==> config.mk <==
export PLATFORM = sky130hd
export DESIGN_NAME = amci_arbiter_flat
export DESIGN_NICKNAME = d
export VERILOG_FILES = /design/src/rtl/amci_arbiter_if.sv /design/src/rtl/amci_arbiter.sv /design/src/flat_wrapper.sv
export SDC_FILE = /design/constraint.sdc
export NUM_CORES = 1
export LEC_CHECK = 0
export ABC_AREA = 1
export CORE_AREA = 10 10 154 156
export CTS_BUF_LIST = sky130_fd_sc_hd__clkbuf_2
export DETAILED_ROUTE_END_ITERATION = 12
export DIE_AREA = 0 0 164 166
export GPL_TIMING_DRIVEN = 0
export PLACE_DENSITY = 0.72
export SKIP_LAST_GASP = 1
export SYNTH_ARGS = -nofsm -noshare
export SYNTH_HDL_FRONTEND = slang
export SYNTH_SLANG_ARGS = --single-unit
==> constraint.sdc <==
create_clock -name M_AXI_ACLK -period 2.27 [get_ports M_AXI_ACLK]
set_clock_uncertainty 0.1 [all_clocks]
set_input_delay 0.227 -clock M_AXI_ACLK [delete_from_list [all_inputs] [get_ports M_AXI_ACLK]]
set_output_delay 0.227 -clock M_AXI_ACLK [all_outputs]
set_load 0.03 [all_outputs]
==> src/rtl/amci_arbiter_if.sv <==
// Client request/response and engine start/complete bundle for amci_arbiter.
// The master view is the arbiter; the slave view is the clients plus the AXI engine.
interface amci_arbiter_if #(
   parameter int NUM_REQ        = 4,
   parameter int AXI_ADDR_WIDTH = 32,
   parameter int AXI_DATA_WIDTH = 32
);
   logic [NUM_REQ-1:0]                REQ_VALID;
   logic [NUM_REQ-1:0]                REQ_WRITE;
   logic [NUM_REQ*AXI_ADDR_WIDTH-1:0] REQ_ADDR;
   logic [NUM_REQ*AXI_DATA_WIDTH-1:0] REQ_WDATA;
   logic [NUM_REQ-1:0]                REQ_READY;
   logic [NUM_REQ-1:0]                RSP_VALID;
   logic [AXI_DATA_WIDTH-1:0]         RSP_RDATA;
   logic [1:0]                        RSP_RESP;
   logic                              BUSY;
   logic [2:0]                        GRANT_ID;
   logic [AXI_ADDR_WIDTH-1:0]         ENG_ADDR;
   logic [AXI_DATA_WIDTH-1:0]         ENG_WDATA;
   logic                              ENG_WRITE;
   logic                              ENG_READ;
   logic                              ENG_WIDLE;
   logic                              ENG_RIDLE;
   logic [1:0]                        ENG_WRESP;
   logic [AXI_DATA_WIDTH-1:0]         ENG_RDATA;
   logic [1:0]                        ENG_RRESP;

   modport master (
      input  REQ_VALID, REQ_WRITE, REQ_ADDR, REQ_WDATA,
      input  ENG_WIDLE, ENG_RIDLE, ENG_WRESP, ENG_RDATA, ENG_RRESP,
      output REQ_READY, RSP_VALID, RSP_RDATA, RSP_RESP, BUSY, GRANT_ID,
      output ENG_ADDR, ENG_WDATA, ENG_WRITE, ENG_READ
   );

   modport slave (
      output REQ_VALID, REQ_WRITE, REQ_ADDR, REQ_WDATA,
      output ENG_WIDLE, ENG_RIDLE, ENG_WRESP, ENG_RDATA, ENG_RRESP,
      input  REQ_READY, RSP_VALID, RSP_RDATA, RSP_RESP, BUSY, GRANT_ID,
      input  ENG_ADDR, ENG_WDATA, ENG_WRITE, ENG_READ
   );
endinterface

==> src/rtl/amci_arbiter.sv <==
// Round-robin arbiter sharing one single-beat AXI4-Lite master engine between
// NUM_REQ client state machines; one transaction in flight, fully registered outputs.
module amci_arbiter #(
   parameter int NUM_REQ        = 4,
   parameter int AXI_ADDR_WIDTH = 32,
   parameter int AXI_DATA_WIDTH = 32
) (
   input logic            M_AXI_ACLK,
   input logic            M_AXI_ARESET,
   amci_arbiter_if.master bus
);
   localparam int PW = (NUM_REQ > 1) ? $clog2(NUM_REQ) : 1;

   typedef enum logic [1:0] {ST_IDLE, ST_WAIT, ST_RESP} state_t;

   state_t                    state_q, state_d;
   logic [PW-1:0]             ptr_q, ptr_d;
   logic [2:0]                grant_q, grant_d;
   logic                      write_q, write_d;
   logic [AXI_ADDR_WIDTH-1:0] addr_q, addr_d;
   logic [AXI_DATA_WIDTH-1:0] wdata_q, wdata_d;
   logic [NUM_REQ-1:0]        req_ready_q, req_ready_d;
   logic [NUM_REQ-1:0]        rsp_valid_q, rsp_valid_d;
   logic [AXI_DATA_WIDTH-1:0] rdata_q, rdata_d;
   logic [1:0]                resp_q, resp_d;
   logic                      busy_q, busy_d;
   logic                      eng_write_q, eng_write_d;
   logic                      eng_read_q, eng_read_d;

   logic                      found;
   logic [PW-1:0]             gsel;

   // Scan upward from the slot after the last grant so the served client ranks last.
   always_comb begin
      found = 1'b0;
      gsel  = '0;
      for (int k = 1; k <= NUM_REQ; k++) begin
         if (!found && bus.REQ_VALID[(int'(ptr_q) + k) % NUM_REQ]) begin
            found = 1'b1;
            gsel  = PW'((int'(ptr_q) + k) % NUM_REQ);
         end
      end
   end

   always_comb begin
      // NOTE: every _d takes its hold value first so no path through the case infers a latch.
      state_d     = state_q;
      ptr_d       = ptr_q;
      grant_d     = grant_q;
      write_d     = write_q;
      addr_d      = addr_q;
      wdata_d     = wdata_q;
      req_ready_d = '0;
      rsp_valid_d = '0;
      rdata_d     = rdata_q;
      resp_d      = resp_q;
      busy_d      = busy_q;
      eng_write_d = 1'b0;
      eng_read_d  = 1'b0;

      case (state_q)
         ST_WAIT: begin
            // Idle flags are stale during the start-pulse cycle, so skip it.
            if (!(eng_write_q || eng_read_q)) begin
               if (write_q && bus.ENG_WIDLE) begin
                  resp_d      = bus.ENG_WRESP;
                  rdata_d     = '0;
                  rsp_valid_d = NUM_REQ'(1) << grant_q;
                  state_d     = ST_RESP;
               end else if (!write_q && bus.ENG_RIDLE) begin
                  resp_d      = bus.ENG_RRESP;
                  rdata_d     = bus.ENG_RDATA;
                  rsp_valid_d = NUM_REQ'(1) << grant_q;
                  state_d     = ST_RESP;
               end
            end
         end
         default: begin
            // IDLE and RESP both arbitrate, so a waiting client is granted right after RSP_VALID.
            state_d = ST_IDLE;
            busy_d  = 1'b0;
            if (found) begin
               state_d     = ST_WAIT;
               busy_d      = 1'b1;
               ptr_d       = gsel;
               grant_d     = 3'(gsel);
               write_d     = bus.REQ_WRITE[gsel];
               addr_d      = bus.REQ_ADDR[int'(gsel)*AXI_ADDR_WIDTH +: AXI_ADDR_WIDTH];
               wdata_d     = bus.REQ_WDATA[int'(gsel)*AXI_DATA_WIDTH +: AXI_DATA_WIDTH];
               req_ready_d = NUM_REQ'(1) << gsel;
               eng_write_d = bus.REQ_WRITE[gsel];
               eng_read_d  = !bus.REQ_WRITE[gsel];
            end
         end
      endcase
   end

   // NOTE: non-blocking assignments so every register updates from the same pre-edge values.
   always_ff @(posedge M_AXI_ACLK) begin
      if (M_AXI_ARESET) begin
         state_q     <= ST_IDLE;
         ptr_q       <= PW'(NUM_REQ - 1);
         grant_q     <= '0;
         write_q     <= 1'b0;
         addr_q      <= '0;
         wdata_q     <= '0;
         req_ready_q <= '0;
         rsp_valid_q <= '0;
         rdata_q     <= '0;
         resp_q      <= '0;
         busy_q      <= 1'b0;
         eng_write_q <= 1'b0;
         eng_read_q  <= 1'b0;
      end else begin
         state_q     <= state_d;
         ptr_q       <= ptr_d;
         grant_q     <= grant_d;
         write_q     <= write_d;
         addr_q      <= addr_d;
         wdata_q     <= wdata_d;
         req_ready_q <= req_ready_d;
         rsp_valid_q <= rsp_valid_d;
         rdata_q     <= rdata_d;
         resp_q      <= resp_d;
         busy_q      <= busy_d;
         eng_write_q <= eng_write_d;
         eng_read_q  <= eng_read_d;
      end
   end

   assign bus.REQ_READY = req_ready_q;
   assign bus.RSP_VALID = rsp_valid_q;
   assign bus.RSP_RDATA = rdata_q;
   assign bus.RSP_RESP  = resp_q;
   assign bus.BUSY      = busy_q;
   assign bus.GRANT_ID  = grant_q;
   assign bus.ENG_ADDR  = addr_q;
   assign bus.ENG_WDATA = wdata_q;
   assign bus.ENG_WRITE = eng_write_q;
   assign bus.ENG_READ  = eng_read_q;
endmodule

==> src/flat_wrapper.sv <==
// flat-port wrapper written by rule: the top's interface ports become plain ports
module amci_arbiter_flat 
#(
   parameter int NUM_REQ        = 4,
   parameter int AXI_ADDR_WIDTH = 32,
   parameter int AXI_DATA_WIDTH = 32
)
  (M_AXI_ACLK, M_AXI_ARESET, bus_REQ_VALID, bus_REQ_WRITE, bus_REQ_ADDR, bus_REQ_WDATA, bus_ENG_WIDLE, bus_ENG_RIDLE, bus_ENG_WRESP, bus_ENG_RDATA, bus_ENG_RRESP, bus_REQ_READY, bus_RSP_VALID, bus_RSP_RDATA, bus_RSP_RESP, bus_BUSY, bus_GRANT_ID, bus_ENG_ADDR, bus_ENG_WDATA, bus_ENG_WRITE, bus_ENG_READ);
  amci_arbiter_if #(.NUM_REQ(NUM_REQ), .AXI_ADDR_WIDTH(AXI_ADDR_WIDTH), .AXI_DATA_WIDTH(AXI_DATA_WIDTH)) bus_i ();
  input logic M_AXI_ACLK;
  input logic M_AXI_ARESET;
  input wire logic [$bits(bus_i.REQ_VALID)-1:0] bus_REQ_VALID;
  input wire logic [$bits(bus_i.REQ_WRITE)-1:0] bus_REQ_WRITE;
  input wire logic [$bits(bus_i.REQ_ADDR)-1:0] bus_REQ_ADDR;
  input wire logic [$bits(bus_i.REQ_WDATA)-1:0] bus_REQ_WDATA;
  input wire logic [$bits(bus_i.ENG_WIDLE)-1:0] bus_ENG_WIDLE;
  input wire logic [$bits(bus_i.ENG_RIDLE)-1:0] bus_ENG_RIDLE;
  input wire logic [$bits(bus_i.ENG_WRESP)-1:0] bus_ENG_WRESP;
  input wire logic [$bits(bus_i.ENG_RDATA)-1:0] bus_ENG_RDATA;
  input wire logic [$bits(bus_i.ENG_RRESP)-1:0] bus_ENG_RRESP;
  output wire logic [$bits(bus_i.REQ_READY)-1:0] bus_REQ_READY;
  output wire logic [$bits(bus_i.RSP_VALID)-1:0] bus_RSP_VALID;
  output wire logic [$bits(bus_i.RSP_RDATA)-1:0] bus_RSP_RDATA;
  output wire logic [$bits(bus_i.RSP_RESP)-1:0] bus_RSP_RESP;
  output wire logic [$bits(bus_i.BUSY)-1:0] bus_BUSY;
  output wire logic [$bits(bus_i.GRANT_ID)-1:0] bus_GRANT_ID;
  output wire logic [$bits(bus_i.ENG_ADDR)-1:0] bus_ENG_ADDR;
  output wire logic [$bits(bus_i.ENG_WDATA)-1:0] bus_ENG_WDATA;
  output wire logic [$bits(bus_i.ENG_WRITE)-1:0] bus_ENG_WRITE;
  output wire logic [$bits(bus_i.ENG_READ)-1:0] bus_ENG_READ;
  assign bus_i.REQ_VALID = bus_REQ_VALID;
  assign bus_i.REQ_WRITE = bus_REQ_WRITE;
  assign bus_i.REQ_ADDR = bus_REQ_ADDR;
  assign bus_i.REQ_WDATA = bus_REQ_WDATA;
  assign bus_i.ENG_WIDLE = bus_ENG_WIDLE;
  assign bus_i.ENG_RIDLE = bus_ENG_RIDLE;
  assign bus_i.ENG_WRESP = bus_ENG_WRESP;
  assign bus_i.ENG_RDATA = bus_ENG_RDATA;
  assign bus_i.ENG_RRESP = bus_ENG_RRESP;
  assign bus_REQ_READY = bus_i.REQ_READY;
  assign bus_RSP_VALID = bus_i.RSP_VALID;
  assign bus_RSP_RDATA = bus_i.RSP_RDATA;
  assign bus_RSP_RESP = bus_i.RSP_RESP;
  assign bus_BUSY = bus_i.BUSY;
  assign bus_GRANT_ID = bus_i.GRANT_ID;
  assign bus_ENG_ADDR = bus_i.ENG_ADDR;
  assign bus_ENG_WDATA = bus_i.ENG_WDATA;
  assign bus_ENG_WRITE = bus_i.ENG_WRITE;
  assign bus_ENG_READ = bus_i.ENG_READ;
  amci_arbiter #(.NUM_REQ(NUM_REQ), .AXI_ADDR_WIDTH(AXI_ADDR_WIDTH), .AXI_DATA_WIDTH(AXI_DATA_WIDTH)) u_core (.M_AXI_ACLK(M_AXI_ACLK), .M_AXI_ARESET(M_AXI_ARESET), .bus(bus_i));
endmodule
==> reports/results.tsv <==
metric	value	unit
vias	8424	
grt_pass1_vias	8196	
cts.sinks	116	
synth_top_cell_by_area	dfxtp_1	
ctsHtreeMaxLevel	4	
maxCapViolations	0	
end_kind	register	
cp-endpoint	u_core.bus.ENG_ADDR[28]$_SDFFE_PP0P_	
mostFrequentLayoutCell	clkdlybuf4s50_1	
yosys_warnings	0	
switching_share	0.501	
yosys-top-cells-area	dfxtp_1 37%, nand3_1 27%, nand2_1 18%	
r2r-end	u_core.bus.ENG_ADDR[28]$_SDFFE_PP0P_	
cpMostUsedCell	nand2_4	
status	complete, no violations	
cpMaxStageDelayCell	dfxtp_2	
path_cells	buf_8 > clkinv_8 > nand2_4 > nand2_4 > nand2_2 > nand2_4 > nor2_4 > nand3_4 > nand2_8 > nand2_8 > buf_12 > buf_12 > nand2_1 > nand3_1 > nand3_1 > nand2_1	
die_w	164	um
crit_family	simple AND/OR/NAND/NOR gates	
clk_latency	0.63	ns
finalPower	16.8	mW
synth-main-ff-cell	dfxtp_1	
synth_nets	1227	
avgViaCountPerCell	5.07	
setup_viol	0	
cts_hold_buf	0	
ys_seq_elements	116	
overflow	0	
crit_type	reg -> reg	
antenna_left	0	
worstSetupStartpoint	u_core.ptr_q[0]$_SDFFE_PP1P_	
worst_setup_path_start_kind	register	
yosysUniqueCellTypes	30	
hold_violations	0	
r2r-start	u_core.ptr_q[0]$_SDFFE_PP1P_	
die-area	0.0272	sq mm
syn-cell-area	0.00626	sq mm
cp.arrival	2.65	ns
max_stage_delay	0.36	ns
die_h	166	um
core.rowCount	53	
drt_iter0_drc	635	
instances_no_fill	1662	
synth_edf_count	0	
intPower	8.38	mW
period_needed	2.20	ns
setup_slack	0.0680	ns
synth_area_per_cell	6.78	sq um
seq_power_share	0.172	
rr_worst_depth	16	
p_comb_frac	0.742	
antenna_found_initial	2	
cts_tree	done	
cts_buffers	17	
grt_pass1_wl	48400	um
relSlewSlack	0.637	
tightest_slew	0.544	ns
dpl_cell_area	0.0107	sq mm
max_freq	0.454	GHz
port_buffers	414	
nets	1678	
start_util	0.303	
first_pass_iters	5	
dp_cells	1612	
synth_cells	923	
place_hpwl	26700	um
power_frac_clock	0.086	
ir_worst_vdd	0.000759	V
cts-root-buf	clkbuf_2	
pre_cts_ws	-0.293	ns
rsz0062_at_grt	yes	
drive_gt1_frac	0.126	
period_share	0.970	
final_area	0.0117	sq mm
leakagePower	5.04	nW
grt_usage	0.229	
critical_path_required	2.72	ns
path_depth	16	
wirelength	34100	um
critPathMaxFanout	8	
hp-class	in -> reg	
power.switching	8.41	mW
grt_max_degree	17	
clk_pin_slew	0.21	ns
pin_count	416	
path_buf_inv	4	
report.final.slew_viol_count	0	
post_drt_wl_per_cell	20.5	um
whs	0.0861	ns
cts_max_path_buffers	2	
yosysTopAreaCellShare	0.371	
ys_seq_area_frac	0.371	
p_per_area	1440	mW/mm^2
layout_common_cells	413 x clkdlybuf4s50_1, 324 x nand3_1, 281 x nand2_1	
place_congestion	0.923	
drc	0	
synthArstFlopShare	0	
fp.coreArea	0.0207	sq mm
syn2layout_area_growth	86.1	%
ff2ff_setup_slack	0.07	ns
## through the flow
stage	util	TNS [ns]
finish	0.563	0
global route	0.563	-1.26
CTS	0.534	-0.0544
detailed placement	0.520	-22.09
global placement	0.520	-17.74
floorplan	-	0
## state kept, by name (all words and copies together), names as in the netlist
name,count
u_core.ptr_q,2
u_core.bus.ENG_WRITE,1
u_core.bus.ENG_ADDR,32
u_core.state_q,2
u_core.bus.RSP_RESP,2
u_core.bus.RSP_VALID,4
u_core.bus.REQ_READY,4
u_core.write_q,1
u_core.bus.BUSY,1
u_core.bus.GRANT_ID,2
u_core.bus.ENG_READ,1
u_core.bus.ENG_WDATA,32
u_core.bus.RSP_RDATA,32
## area by class of cell
type | instances | area (sq um)
plain buffers | 82 | 701
clock inverters | 11 | 136
well taps | 275 | 344
clock buffers | 19 | 95.1
repair buffers | 432 | 4410
flip-flops and latches | 116 | 2320
multi-input cells | 703 | 3540
diodes | 2 | 5.00
fillers | 2007 | 9040
inverters | 22 | 95.1
## worst min-delay path by stage
stage / startpoint / endpoint / cells after the start
detailed placement: u_core.bus.ENG_WDATA[12]$_SDFFE_PP0P_ / u_core.bus.ENG_WDATA[12]$_SDFFE_PP0P_ / 2
finish: bus_ENG_RDATA[5] / u_core.bus.RSP_RDATA[5]$_SDFFE_PP0P_ / 2
global placement: u_core.bus.ENG_ADDR[3]$_SDFFE_PP0P_ / u_core.bus.ENG_ADDR[3]$_SDFFE_PP0P_ / 2
floorplan: bus_ENG_RDATA[0] / u_core.bus.RSP_RDATA[0]$_SDFFE_PP0P_ / 1
global route: bus_ENG_RDATA[5] / u_core.bus.RSP_RDATA[5]$_SDFFE_PP0P_ / 2
CTS: bus_ENG_RDATA[16] / u_core.bus.RSP_RDATA[16]$_SDFFE_PP0P_ / 2
## power by group through the flow
| stage | sequential, mW | combinational (mW) | clock (mW) |
|---|---|---|---|
| 2_1_floorplan | 3.88 | 5.89 | 0 |
| 3_3_place_gp | 2.90 | 10.6 | 0 |
| 3_5_place_dp | 2.92 | 10.7 | 0 |
| 4_1_cts | 2.88 | 11.0 | 1.48 |
| 5_1_grt | 2.94 | 13.5 | 1.56 |
| 6_report | 2.89 | 12.5 | 1.44 |
## routing by layer
| metal | vias to the layer above | part of all wire | GRT usage |
|---|---|---|---|
| li1 | 4053 | - | - |
| met1 | 3936 | 0.39 | 0.260 |
| met2 | 386 | 0.50 | 0.398 |
| met3 | 49 | 0.089 | 0.0726 |
| met4 | 0 | 0.023 | 0.0731 |
| met5 | - | 0 | 0 |
## cell usage after synthesis (3+ instances only)
| cell type | number |
|---|---|
| nor3_1 | 3 |
| inv_2 | 4 |
| buf_4 | 20 |
| o21ai_0 | 4 |
| nand2_1 | 301 |
| nand2_2 | 5 |
| nor2_1 | 7 |
| clkbuf_1 | 17 |
| buf_6 | 10 |
| inv_1 | 17 |
| buf_2 | 32 |
| nand3_1 | 332 |
| a32o_1 | 32 |
| buf_1 | 3 |
| dfxtp_1 | 116 |
## cell families (layout without fill, tap and decap cells)
logic type             after synthesis  count (layout)  share of synthesized area
AOI/OAI and AO/OA                   43              43                     0.0622
buffers and inverters              104             566                     0.0931
DFF                                116             116                      0.371
muxes                                2               2                    0.00320
other                                1               3                   0.000599
and+or+nand+nor                    657             657                      0.470
## what timing repair did
item | CTS | global route
gates resized for setup | 24 | 112
endpoints found under the setup margin | 71 | 108
cloned | 0 | 6
pin swaps | 1 | 20
buffers inserted | 1 | 11
No activity file was read; power rests on OpenSTA's default activity.
